`config.mk`:
```
export PLATFORM = sky130hd
export DESIGN_NAME = decode_queue
export DESIGN_NICKNAME = d
export VERILOG_FILES = /design/src/rtl/decode_queue.sv
export SDC_FILE = /design/constraint.sdc
export NUM_CORES = 1
export LEC_CHECK = 0
export CAP_MARGIN = 30
export CORE_MARGIN = 2
export CORE_UTILIZATION = 40
export DETAILED_ROUTE_END_ITERATION = 7
export HOLD_SLACK_MARGIN = 0.06
export SLEW_MARGIN = 0
export SYNTH_ARGS = -nofsm -noshare
export SYNTH_HDL_FRONTEND = slang
export SYNTH_SLANG_ARGS = --single-unit
```
`constraint.sdc`:
```
create_clock -name clk -period 10.3 [get_ports clk]
set_clock_uncertainty 0.15 [all_clocks]
set_input_delay 2.06 -clock clk [delete_from_list [all_inputs] [get_ports clk]]
set_output_delay 2.06 -clock clk [all_outputs]
set_load 0.03 [all_outputs]
```
`src/rtl/decode_queue.sv`:
```
// decode_queue: in-order queue between the decoder and dispatch.
// Up to ENQ_WIDTH decoded instructions enter per cycle. Valid lanes are
// compacted, so invalid lanes leave no holes. Up to DEQ_WIDTH head entries
// are presented per cycle, with the oldest entry in lane 0.
// Optional feature macro: DECODE_QUEUE_PERF_EN adds the perf_full_cycles
// counter port. It counts the cycles in which the decoder was paused.
module decode_queue #(
    parameter int ENQ_WIDTH  = 2,
    parameter int DEQ_WIDTH  = 2,
    parameter int DEPTH      = 8,
    parameter int DATA_WIDTH = 32   // width of one id_dispatch_t payload
) (
    input  logic                                  clk,
    input  logic                                  rst,
    input  logic                                  flush,
    input  logic [ENQ_WIDTH-1:0]                  enq_valid,
    input  logic [ENQ_WIDTH-1:0][DATA_WIDTH-1:0]  enq_data,
    output logic                                  pause_decoder,
    output logic [DEQ_WIDTH-1:0]                  deq_valid,
    output logic [DEQ_WIDTH-1:0][DATA_WIDTH-1:0]  deq_data,
    input  logic [$clog2(DEQ_WIDTH+1)-1:0]        deq_count,
    output logic [$clog2(DEPTH+1)-1:0]            occupancy
`ifdef DECODE_QUEUE_PERF_EN
    ,
    output logic [31:0]                           perf_full_cycles
`endif
);

    localparam int PTR_W = $clog2(DEPTH);
    localparam int CNT_W = $clog2(DEPTH + 1);
    localparam int CW1   = CNT_W + 1;

    // Dispatch reads DEQ_WIDTH arbitrary consecutive slots every cycle.
    // For that reason the storage is a register array with combinational
    // read ports rather than a single-port RAM.
    logic [DATA_WIDTH-1:0] mem_reg [DEPTH];

    logic [PTR_W-1:0] head_reg, head_next;
    logic [PTR_W-1:0] tail_reg, tail_next;
    logic [CNT_W-1:0] occ_reg,  occ_next;

    logic [CW1-1:0]   room;
    logic             enq_accept;
    logic [CNT_W-1:0] enq_cnt;
    logic [CNT_W-1:0] deq_req;
    logic [CNT_W-1:0] deq_eff;

    // lane_off[i] is the number of valid lanes below lane i.
    // It gives lane i's slot offset from tail after compaction.
    logic [CNT_W-1:0] lane_off [ENQ_WIDTH+1];
    logic [PTR_W-1:0] wr_slot  [ENQ_WIDTH];

    assign lane_off[0] = '0;

    genvar gi;
    generate
        for (gi = 0; gi < ENQ_WIDTH; gi++) begin : g_enq_lane
            assign lane_off[gi+1] = lane_off[gi] + CNT_W'(enq_valid[gi]);
            assign wr_slot[gi]    = tail_reg + PTR_W'(lane_off[gi]);
        end
    endgenerate

    generate
        for (gi = 0; gi < DEQ_WIDTH; gi++) begin : g_deq_lane
            logic [PTR_W-1:0] rd_slot;
            assign rd_slot       = head_reg + PTR_W'(gi);
            assign deq_data[gi]  = mem_reg[rd_slot];
            assign deq_valid[gi] = occ_reg > CNT_W'(gi);
        end
    endgenerate

    // Pause decision uses only registered occupancy. This keeps the decoder
    // stall off the dispatch timing path. The cost is that the decoder can
    // stall one cycle longer than strictly necessary.
    assign room          = CW1'(DEPTH) - {1'b0, occ_reg};
    assign pause_decoder = room < CW1'(ENQ_WIDTH);
    assign enq_accept    = ~pause_decoder;
    assign enq_cnt       = enq_accept ? lane_off[ENQ_WIDTH] : '0;

    // Dispatch may ask for more entries than are queued. Clamp so that
    // occupancy cannot underflow.
    assign deq_req   = CNT_W'(deq_count);
    assign deq_eff   = (deq_req < occ_reg) ? deq_req : occ_reg;

    assign head_next = head_reg + PTR_W'(deq_eff);
    assign tail_next = tail_reg + PTR_W'(enq_cnt);
    assign occ_next  = occ_reg + enq_cnt - deq_eff;

    assign occupancy = occ_reg;

    // Write accepted lanes into their compacted slots. Contents are not reset.
    always_ff @(posedge clk) begin
        for (int i = 0; i < ENQ_WIDTH; i++) begin
            if (enq_accept && enq_valid[i]) begin
                mem_reg[wr_slot[i]] <= enq_data[i];
            end
        end
    end

    // Pointer and occupancy update. Reset and flush both empty the queue.
    always_ff @(posedge clk) begin
        if (rst || flush) begin
            head_reg <= '0;
            tail_reg <= '0;
            occ_reg  <= '0;
        end else begin
            head_reg <= head_next;
            tail_reg <= tail_next;
            occ_reg  <= occ_next;
        end
    end

`ifdef DECODE_QUEUE_PERF_EN
    logic [31:0] perf_full_reg;

    // Saturating count of stalled cycles. Only reset clears it; flush does not.
    always_ff @(posedge clk) begin
        if (rst) begin
            perf_full_reg <= '0;
        end else if (pause_decoder && (perf_full_reg != 32'hFFFF_FFFF)) begin
            perf_full_reg <= perf_full_reg + 32'd1;
        end
    end

    assign perf_full_cycles = perf_full_reg;
`endif

endmodule

```
==> results of run 1 <==
-- cell families after synthesis --
group	Yosys count	share of synthesized area (%)
simple gates	49	1.68
xor+xnor	9	0.496
flops	266	49.6
compound gates	26	1.43
mux	449	42.0
fa+ha+maj	21	1.79
buf+inv	71	2.97
-- where the power goes --
part	switching [uW]	internal [uW]	total, uW
clock	427	640	1070
sequential	104	1400	1500
combinational	1260	1080	2340
-- critical path, cell delays in order (launching register included) --
cell and delay (ns):
sky130_fd_sc_hd__dfxtp_4 0.78, sky130_fd_sc_hd__buf_4 0.57, sky130_fd_sc_hd__buf_4 0.82, sky130_fd_sc_hd__mux4_2 0.60, sky130_fd_sc_hd__mux2_2 0.29, sky130_fd_sc_hd__clkdlybuf4s50_1 0.61
-- area by class of cell --
cell class	instances	share of cell area (%)
multi-input combinational	554	40.7
sequential	266	41.9
tap	525	3.49
timing repair buffer	164	8.58
inverter	11	0.219
clock buffer	35	3.97
clock inverter	16	1.12
-- metal layers --
layer	vias up	part of all wire [%]	GRT usage [%]
met5	-	0.073	0
met4	4	1.2	3.18
met3	37	4.4	2.84
met2	193	52	35.5
met1	4675	43	26.3
li1	3947	-	-
-- through the flow --
stage	area, um2	setup slack, ns
4_1_cts	18800	3.71
3_5_place_dp	17900	4.30
6_report	18800	3.83
3_3_place_gp	17800	4.34
5_1_grt	18800	3.54
2_1_floorplan	15900	5.20
-- worst max-delay path by stage --
stage | start | to
after floorplan | enq_valid[0] | mem_reg[0][0]$_DFFE_PP_
after global placement | head_reg[0]$_SDFF_PP0_ | deq_data[34]
after detailed placement | head_reg[0]$_SDFF_PP0_ | deq_data[34]
after CTS | head_reg[0]$_SDFF_PP0_ | deq_data[34]
after global routing | head_reg[0]$_SDFF_PP0_ | deq_data[42]
final | head_reg[0]$_SDFF_PP0_ | deq_data[42]
-- layout by cell type, fill, tap and decap left out, drive strengths merged, types with 3 or more instances in the layout --
cell type	instances
nand2	14
inv	12
clkbuf	35
dfxtp	10
fa	3
clkinv	9
mux2	320
bufinv	5
nor2b	3
and2	7
clkdlybuf4s50	141
mux4	128
nor2	7
o21ai	5
ha	18
buf	23
xnor2	5
edfxtp	256
nand4	3
nand3	5
xor2	4
a21oi	18
==> out/results.txt, run 1 <==
The tools report the source of the worst hold timing path as tail_reg[2]$_SDFF_PP0_. The worst register-to-register path ends at mem_reg[6][19]$_DFFE_PP_. The run gives 1 as the deepest level of the CTS H-tree.

Class of the tightest hold or removal check: flop to flop. The worst setup path is captured at a primary output. Measured in cells, the most critical reg-to-reg path has a length of 8. The power consumption was 4910 uW; the combined area of the multi-input logic cells was 0.00766 mm2. Of the synthesized area, sequential elements account for 49.6%. Startpoint-to-endpoint class of the critical path: flop to primary output. The biggest area contributor in the post-synthesis netlist is sky130_fd_sc_hd__edfxtp_1. Summed over all nets, the half-perimeter wirelength after detailed placement is 24300 um. For this run, the top clock speed supported by timing is 155 MHz. The tools report the net count after synthesis as 983. Cells with a size suffix above 1 make up 51.1% of the layout. Of all flip-flops after synthesis, the portion carrying an async set or reset was 0%. The total count of max-transition violations in the final report was 0; the combined area of all synthesized cells was 0.0159 mm2.

The number of vias per cell after detailed routing is 5.64. TritonCTS built the clock tree. The tools report the total of warnings raised by yosys as 0.

For this configuration, the core starts out at a cell density of 40.3%. 0 antenna diodes ended up in the layout. The count of instances resized after the clock tree is built is 0. For the final routed database, the setup TNS stands at 0 ns. The worst-case hold path end point was tail_reg[2]$_SDFF_PP0_. The overall die area came out at 0.0414 mm2. Root buffer cell: sky130_fd_sc_hd__clkbuf_16. The minimum period implied by the final worst setup slack is 6.47 ns, and the data arrival time of the critical path is 4.26 ns. The logs give 891 for the post-synthesis instance total and 0 for the number of hold violations in the final report. The placed instance count was 1519. The critical path launch point type is a flop. In the finished design, the share of the clock period the worst path needs comes to 62.8%. The pin count of the biggest net entering global routing is 61, and the total of flip-flops plus latches after synthesis is 266. The number of setup buffers added after CTS is 0. For this block, the initial DRC count from the detailed router was 585. During placement, the flow inserted port buffers numbering 141. The initialized floorplan defines 73 standard-cell rows. Clock tree synthesis found a total of 266 sinks. The area growth from synthesis to layout works out to 18.4%. The number of filler cells placed in the layout is 3375, and the overall die width is 203 um. The worst hold path was traced through 2 stages. The total leakage power came out at 0.00596 uW. Most repeated cell in the gate-level netlist after synthesis: sky130_fd_sc_hd__mux2_2. The final layout contains 1118 nets. The tools report the remaining number of nets flagged by the antenna check after routing as 0. In this run the worst path has a maximum fanout of 60. For this run, the leading register cell type out of synthesis is sky130_fd_sc_hd__edfxtp_1. Registers take 0.00790 mm2. Clock-pin slew was measured on the worst setup and hold paths at 0.06 ns. For this run, the number of standard cells in the final layout without fillers is 1571. By area the synthesized netlist is led by sky130_fd_sc_hd__edfxtp_1 48%, sky130_fd_sc_hd__mux2_2 19%, sky130_fd_sc_hd__mux4_2 18%.

The initial antenna violation count is 2. Setup repair after global routing left no endpoint under its margin. VDD sags by at most 0.241 mV. Setup violations remaining at the end of the flow were counted as 0.

Sorting the synthesized cells by how often they occur yields 274 x sky130_fd_sc_hd__mux2_2, 256 x sky130_fd_sc_hd__edfxtp_1, 128 x sky130_fd_sc_hd__mux4_2, 46 x sky130_fd_sc_hd__mux2_4, 24 x sky130_fd_sc_hd__buf_6. Wires add up to 41400 um. The synthesized design contains 256 enable-type register cells. The number of placed I/O pins is 142, and the final weighted congestion in routability-driven placement is 0.738. For the insertion delay of the later-clocked pin in the worst-skew pair, the log shows 0.54 ns.

The number of global-route vias before repair was 9423; the number of maximum-capacitance constraint violations was 0. The share of synthesized area in the top cell type comes to 48.4%. The run gives 35 as the count of different cell masters after synthesis. The flow ran to the end, and the final reports show no timing, DRC or antenna violations. The worst register-to-register path begins at occupancy[1]$_SDFF_PP0_. The pre-antenna-repair detailed-routing pass consisted of 5 iterations. The run gives 8.09 ns as the critical path required time. The worst register-to-register path has a setup slack of 6.38 ns. Power spread over the standard cell area amounts to 261 mW/mm2. The routed layout has 8856 vias. In the final routed layout, each cell accounts on average for 26.3 um. The register with the most flip-flops in the layout has 256 of them. The tools report the total DRC errors in the routed layout as 0. The first global-routing pass estimated 61100 um of wire.

The tools report the core occupancy in the finished layout as 47.7%. Global routing finished with a remaining overflow of 0. Measured against its own limit, the worst slew margin works out to 33.1%. The chip height was 203 um. The mean area per synthesized cell was 17.8 um2; the maximum number of buffers from clock root to sink was 3. Hold repair after CTS inserted 0 buffers.

The actual transition at the worst max-transition pin was 1.00 ns; the worst slack on hold paths was 0.525 ns. The logs give 29 for the number of buffers added by the clock tree synthesis step and 0.0395 mm2 for the placeable core area. In the global route stage, overall resource usage came out at 19.9%.
No activity file was read; power rests on OpenSTA's default activity.
==> run 2, diff against run 1 <==
- clock period: 10.3 -> 6.7 ns (I/O delays scaled with it)
==> run 2 against run 1 <==
Effect of this change: first-iteration DRC count shrank 2.1%; highest routed layer unchanged; global-route usage grew 0.31 points; flip-flop and latch count is the same; sequential power grew 53%.
==> out/results.txt, run 2 (synthesis gave the netlist of run 1 again) <==
The run finished with clean final reports. The sum of buffers and inverters on the critical path was 2. Before antenna repair, the detailed router went through 5 iterations. In this run the power density over the cells is 401 mW/mm2.

The critical path is of the flop to primary output type. Number of global-route vias before repair: 9778. Number of hold violations in the final report: 0. The chip height was 203 um. Leaving out fill and tap cells, the most frequent cell in the layout is sky130_fd_sc_hd__mux2_2. The critical path required time is 5.21 ns. The floorplan has 73 rows.

The tightest hold path in the finished design has a slack of 0.525 ns. Detailed router's first-iteration violation count: 573. The CTS clock-pin slew for the worst setup and hold paths was 0.06 ns; the number of filler cells placed in the layout was 3371. The actual transition at the worst max-transition pin was 0.960 ns; the total leakage power was 0.00602 uW. The congestion estimate from routability-driven global placement came to 0.785. Cells fill 48.1% of the core in the end. The number of buffers added by the clock tree synthesis step was 30. The clock reaches the later pin of the worst-skew pair after 0.56 ns. Hold repair after CTS inserted 0 buffers.

For this block, the via count after detailed routing is 9051. The region available for standard cell placement spans 0.0395 mm2. The run gives 0 as the remaining number of nets flagged by the antenna check after routing.

Cell internal power was estimated by the tool at 4820 uW. In this run the worst path has a maximum fanout of 34. The clock network accounts for 21.9% of the total power. For this run, design rule violations remaining after detail routing come to 0. Detailed placement ended at an HPWL of 25900 um. Deepest level of the CTS H-tree: 1. The analysis attributes to net switching a power of 2790 uW. The fraction of power consumed by combinational cells was 47.9%.

The share of the clock period used by the worst path after layout was 77.6%; the overall die width was 203 um. The total count of max-transition violations in the final report was 0; the highest achievable clock rate was 192 MHz. The pin count of the biggest net entering global routing is 130.

The count of buffers from port buffering works out to 141. Setup total negative slack on the finished layout was measured at 0 ns. The count of instances resized after the clock tree is built was 0; the total routed wirelength was 41600 um. The overall die area came out at 0.0414 mm2. The proportion of total power due to net switching came out at 36.7%. The tools report the worst slew margin relative to its limit as 36.0%.

The slowest stage of the critical path is the sky130_fd_sc_hd__dfxtp_4 cell. The critical path's top delay family is buffers and inverters. The flip-flop count of the largest register after layout works out to 256.

Global routing finished with a remaining overflow of 0. The number of placed I/O pins was 142. The post-route netlist has 51.6% of its cells at a drive strength greater than 1. STA classifies the critical path endpoint as a primary output. The minimum period implied by the final worst setup slack came out at 5.20 ns. The run gives 3.71 ns as the data arrival time of the critical path. In this run the deepest clock path goes through 3 buffers. Class of the tightest hold or removal check: flop to flop.

TritonCTS built the clock tree. For the power consumption, the log shows 7610 uW. Setup violations remaining at the end of the flow were counted as 0.

Relative to the synthesized area, the layout overhead comes to 19.3%. The root buffer cell was sky130_fd_sc_hd__clkbuf_16. For the largest vdd supply drop, the log shows 0.302 mV.

Of the total power, registers draw 30.2%. The first global-routing pass estimated 62200 um of wire. The logs give 20.2% for the overall track demand over capacity in global routing and 40.3% for the initial cell density of the core. In the layout the commonest cells are 274 x sky130_fd_sc_hd__mux2_2, 256 x sky130_fd_sc_hd__edfxtp_1, 141 x sky130_fd_sc_hd__clkdlybuf4s50_1.

For this run, the post-layout net count is 1125. CTS saw 266 sinks. The signal on the critical path passes through buf_4 -> mux4_2 -> mux2_2 -> clkdlybuf4s50_1. Critical path's largest stage delay: 0.87 ns. Setup repair after global routing left no endpoint under its margin. The post-CTS setup repair buffer count is 0, and the average routed wire per standard cell is 26.3 um. The number of vias per cell after detailed routing was 5.73. Max-cap violations in this run came to 0. The worst setup path is launched from a flop. For the initial antenna violation count, the log shows 1.
run 2: tightest hold or removal path, delay by kind of cell, from the launching register on:
family           cells  cell delay (ns)
AND/OR/NAND/NOR      1             0.04
XOR/XNOR             1             0.19
flip-flops           1             0.40
run 2: final timing paths:
| check | from | to | slack [ns] | cells after the start |
|---|---|---|---|---|
| max | head_reg[1]$_SDFF_PP0_ | deq_data[6] | 1.50 | 4 |
| min | tail_reg[2]$_SDFF_PP0_ | tail_reg[2]$_SDFF_PP0_ | 0.52 | 2 |
| max reg2reg | occupancy[1]$_SDFF_PP0_ | mem_reg[5][10]$_DFFE_PP_ | 2.91 | 8 |
| min reg2reg | tail_reg[2]$_SDFF_PP0_ | tail_reg[2]$_SDFF_PP0_ | 0.52 | 2 |
run 2: cell type report:
class,instances,area (um2),share of cell area [%]
flip-flops and latches,266,7900,41.6
multi-input cells,554,7660,40.4
repair buffers,170,1730,9.14
clock buffers,37,798,4.21
well taps,525,657,3.46
clock inverters,15,176,0.930
inverters,11,41.3,0.218
diodes,1,2.50,0.0132
run 2: per-stage QoR:
stage,setup slack [ns],area (um2),std cells
after CTS,1.21,18900,1577
final,1.50,19000,1579
after global routing,1.26,19000,1578
after floorplan,2.32,15900,891
after detailed placement,1.73,18000,1525
after global placement,1.83,17900,1521
run 2: power by group through the flow:
stage                     combinational (uW)  clock [uW]  sequential [uW]
final                                   3640        1670             2300
after global routing                    3860        1760             2330
after CTS                               3690        1690             2300
after detailed placement                3670           0             2330
after global placement                  3650           0             2320
after floorplan                         2440           0             2290
run 2: metal layers:
layer  global-route usage (%)  vias to the layer above  share of wire [%]
met3                     2.76                       49                4.1
li1                         -                     3972                  -
met1                     27.7                     4823                 44
met5                        0                        -              0.029
met4                     4.28                        2                1.6
met2                     34.5                      205                 50
==> run 3, diff against run 2 <==
- clock period: 6.7 -> 4.95 ns (I/O delays scaled with it)
==> run 3 against run 2 <==
Effect of this change: final cell count is the same; largest cell class unchanged; routed wire length shrank 0.47%; cell area shrank 0.34%; setup slack lost 0.91 ns; highest routed layer unchanged.
==> out/results.txt, run 3 (synthesis gave the netlist of run 1 again) <==
The run gives 1 as the deepest level of the CTS H-tree. The run gives 24100 um as the placed wire-length estimate. The logs give 0 for the count of hold-fix buffers inserted at cts and 0.00790 mm2 for the total area of sequential cells.

The number of buffers and inverters on the critical path is 2. The area growth from synthesis to layout works out to 18.9%. The worst path uses 88.1% of the clock period. After detailed routing, the number of remaining DRC violations is 0. The tools report the via total after detailed routing as 9041. Number of iterations in the first detailed-routing pass: 5. The commonest non-fill, non-tap cell in the layout is sky130_fd_sc_hd__mux2_2. The initial cell density of the core is 40.3%, and the fraction of layout cells with a size suffix above 1 is 51.3%.

The run gives 0.0395 mm2 as the placeable core area. Tracing the worst setup path back leads to its startpoint at head_reg[0]$_SDFF_PP0_. Summing all multi-input logic gate instances after layout gives 0.00766 mm2. For the number of hold violations in the final report, the log shows 0.

The tools report the startpoint of the lowest-slack register-to-register path as occupancy[1]$_SDFF_PP0_. STA classifies the critical path startpoint as a flop. The flow ran to the end, and the final reports show no timing, DRC or antenna violations. The data arrival time of the critical path came out at 3.22 ns. At the end of routability-driven placement, the weighted congestion stood at 0.784. The maximum net fanout on the critical path was 129.

TritonCTS built the clock tree. The CTS clock-pin slew for the worst setup and hold paths was 0.06 ns. The number of maximum-capacitance constraint violations is 0, and the flip-flop count of the largest register after layout is 256. The maximum number of buffers from clock root to sink came out at 3. STA classifies the critical path endpoint as a primary output.

During I/O placement, the number of pins put on the boundary was 142. At the end of the flow the core is filled with cells to 47.9%. The initialized floorplan defines 73 standard-cell rows. The class of the tightest hold or removal check was flop to flop. The worst slack on hold paths came out at 0.521 ns. The worst path needs 4.36 ns of the cycle, external delays included. The count of buffers from port buffering came out at 141.

The total count of max-transition violations in the final report was 0; the overall die area was 0.0414 mm2. The tools report the destination of the worst register-to-register timing path as occupancy[3]$_SDFF_PP0_. The initial antenna violation count was 5. The signal on the critical path passes through buf_12 -> mux4_2 -> mux2_2 -> clkdlybuf4s50_1.

The floorplan step set the die width to 203 um. The critical path runs through a total of 4 cells. The logs give 229 MHz for the highest achievable clock rate and 3.81 ns for the critical path required time. The largest vdd supply drop was 0.697 mV.

The number of clock buffers added by TritonCTS is 30. The run gives 3404 as the number of filler cells placed in the layout. The net count of the finished layout is 1125. The largest single stage delay on the critical path is 0.61 ns.

The chip height was 203 um. The average routed wire per standard cell works out to 26.2 um. The accumulated negative setup slack is 0 ns. The first routing iteration left 511 violations.

The post-CTS setup repair buffer count was 0. Broken down by cell family, the worst path's largest delay share belongs to buffers and inverters. Startpoint-to-endpoint class of the critical path: flop to primary output. For the pin with the worst max-slew slack, the measured transition is 0.962 ns. The routed design has 41400 um of wire.

The top cell types in the final layout, fill and taps aside, are 274 x sky130_fd_sc_hd__mux2_2, 256 x sky130_fd_sc_hd__edfxtp_1, 141 x sky130_fd_sc_hd__clkdlybuf4s50_1. Entering global routing, the biggest net connects 130 pins. For the worst slew margin relative to its limit, the log shows 35.9%. In the routed layout, each cell is associated on average with a via count of 5.73. In this run the clock root is driven by a sky130_fd_sc_hd__clkbuf_16.

The path depth of the worst reg2reg path is 12. The number of global-route vias before repair is 9718, and the total power per unit cell area is 537 mW/mm2. Last element of the critical path: deq_data[32]. Clock tree synthesis found a total of 266 sinks. Setup repair after global routing left no endpoint under its margin. The first global-routing pass estimated 62700 um of wire.

In this run the register-to-register setup slack is 1.53 ns. The run gives 0 as the count of instances resized after the clock tree is built. The total global routing overflow was 0; the overall track demand over capacity in global routing was 20.2%.

For this design the static power due to leakage is 0.00598 uW. Insertion delay of the later-clocked pin in the worst-skew pair: 0.55 ns. On the critical path, the stage with the largest delay is an instance of sky130_fd_sc_hd__buf_12. Setup violations remaining at the end of the flow were counted as 0. Once detail routing completed, the nets flagged for antenna violations numbered 0.
## run 3: area by class of cell
class	count	area share [%]
tap	525	3.47
clock inverter	14	0.470
sequential	266	41.8
inverter	11	0.218
timing repair buffer	170	9.28
antenna	1	0.0132
clock buffer	38	4.24
multi-input combinational	554	40.5
## run 3: how the worst min path moves through the flow
stage / start / cells after the start / endpoint / slack [ns]
4_1_cts: tail_reg[2]$_SDFF_PP0_ / 2 / tail_reg[2]$_SDFF_PP0_ / 0.51
3_3_place_gp: tail_reg[2]$_SDFF_PP0_ / 2 / tail_reg[2]$_SDFF_PP0_ / 0.51
3_5_place_dp: tail_reg[2]$_SDFF_PP0_ / 2 / tail_reg[2]$_SDFF_PP0_ / 0.50
5_1_grt: tail_reg[2]$_SDFF_PP0_ / 2 / tail_reg[2]$_SDFF_PP0_ / 0.55
2_1_floorplan: head_reg[0]$_SDFF_PP0_ / 2 / head_reg[0]$_SDFF_PP0_ / 0.44
6_report: tail_reg[2]$_SDFF_PP0_ / 2 / tail_reg[2]$_SDFF_PP0_ / 0.52
## run 3: layer usage
metal  track usage [%]  part of all wire [%]  wire length, um  up-vias
li1                  -                     -                -     3971
met1              27.7                    44            18300     4819
met2              34.2                    50            20500      193
met3              3.04                   4.3             1800       50
met4              4.67                   1.6              651        8
met5                 0                  0.13               52        -
## run 3: metrics by stage
| step | cells | area [um2] | setup WS (ns) | power (uW) |
|---|---|---|---|---|
| 6_report | 1579 | 18900 | 0.591 | 10200 |
| 5_1_grt | 1579 | 18900 | 0.489 | 10600 |
| 4_1_cts | 1578 | 18900 | 0.573 | 10300 |
| 3_5_place_dp | 1526 | 18000 | 0.919 | 8190 |
| 3_3_place_gp | 1526 | 18000 | 0.948 | 8170 |
| 2_1_floorplan | 891 | 15900 | 0.815 | 6400 |
## run 3: report_power, final
| part | internal, uW | switching (uW) |
|---|---|---|
| sequential | 2910 | 176 |
| combinational | 2290 | 2710 |
| clock | 1180 | 884 |
| total | 6390 | 3770 |
## run 3: worst min-delay path, cell delays in order (launching register included)
cell	delay (ns)
sky130_fd_sc_hd__dfxtp_1	0.40
sky130_fd_sc_hd__xnor2_1	0.19
sky130_fd_sc_hd__nor2_1	0.04
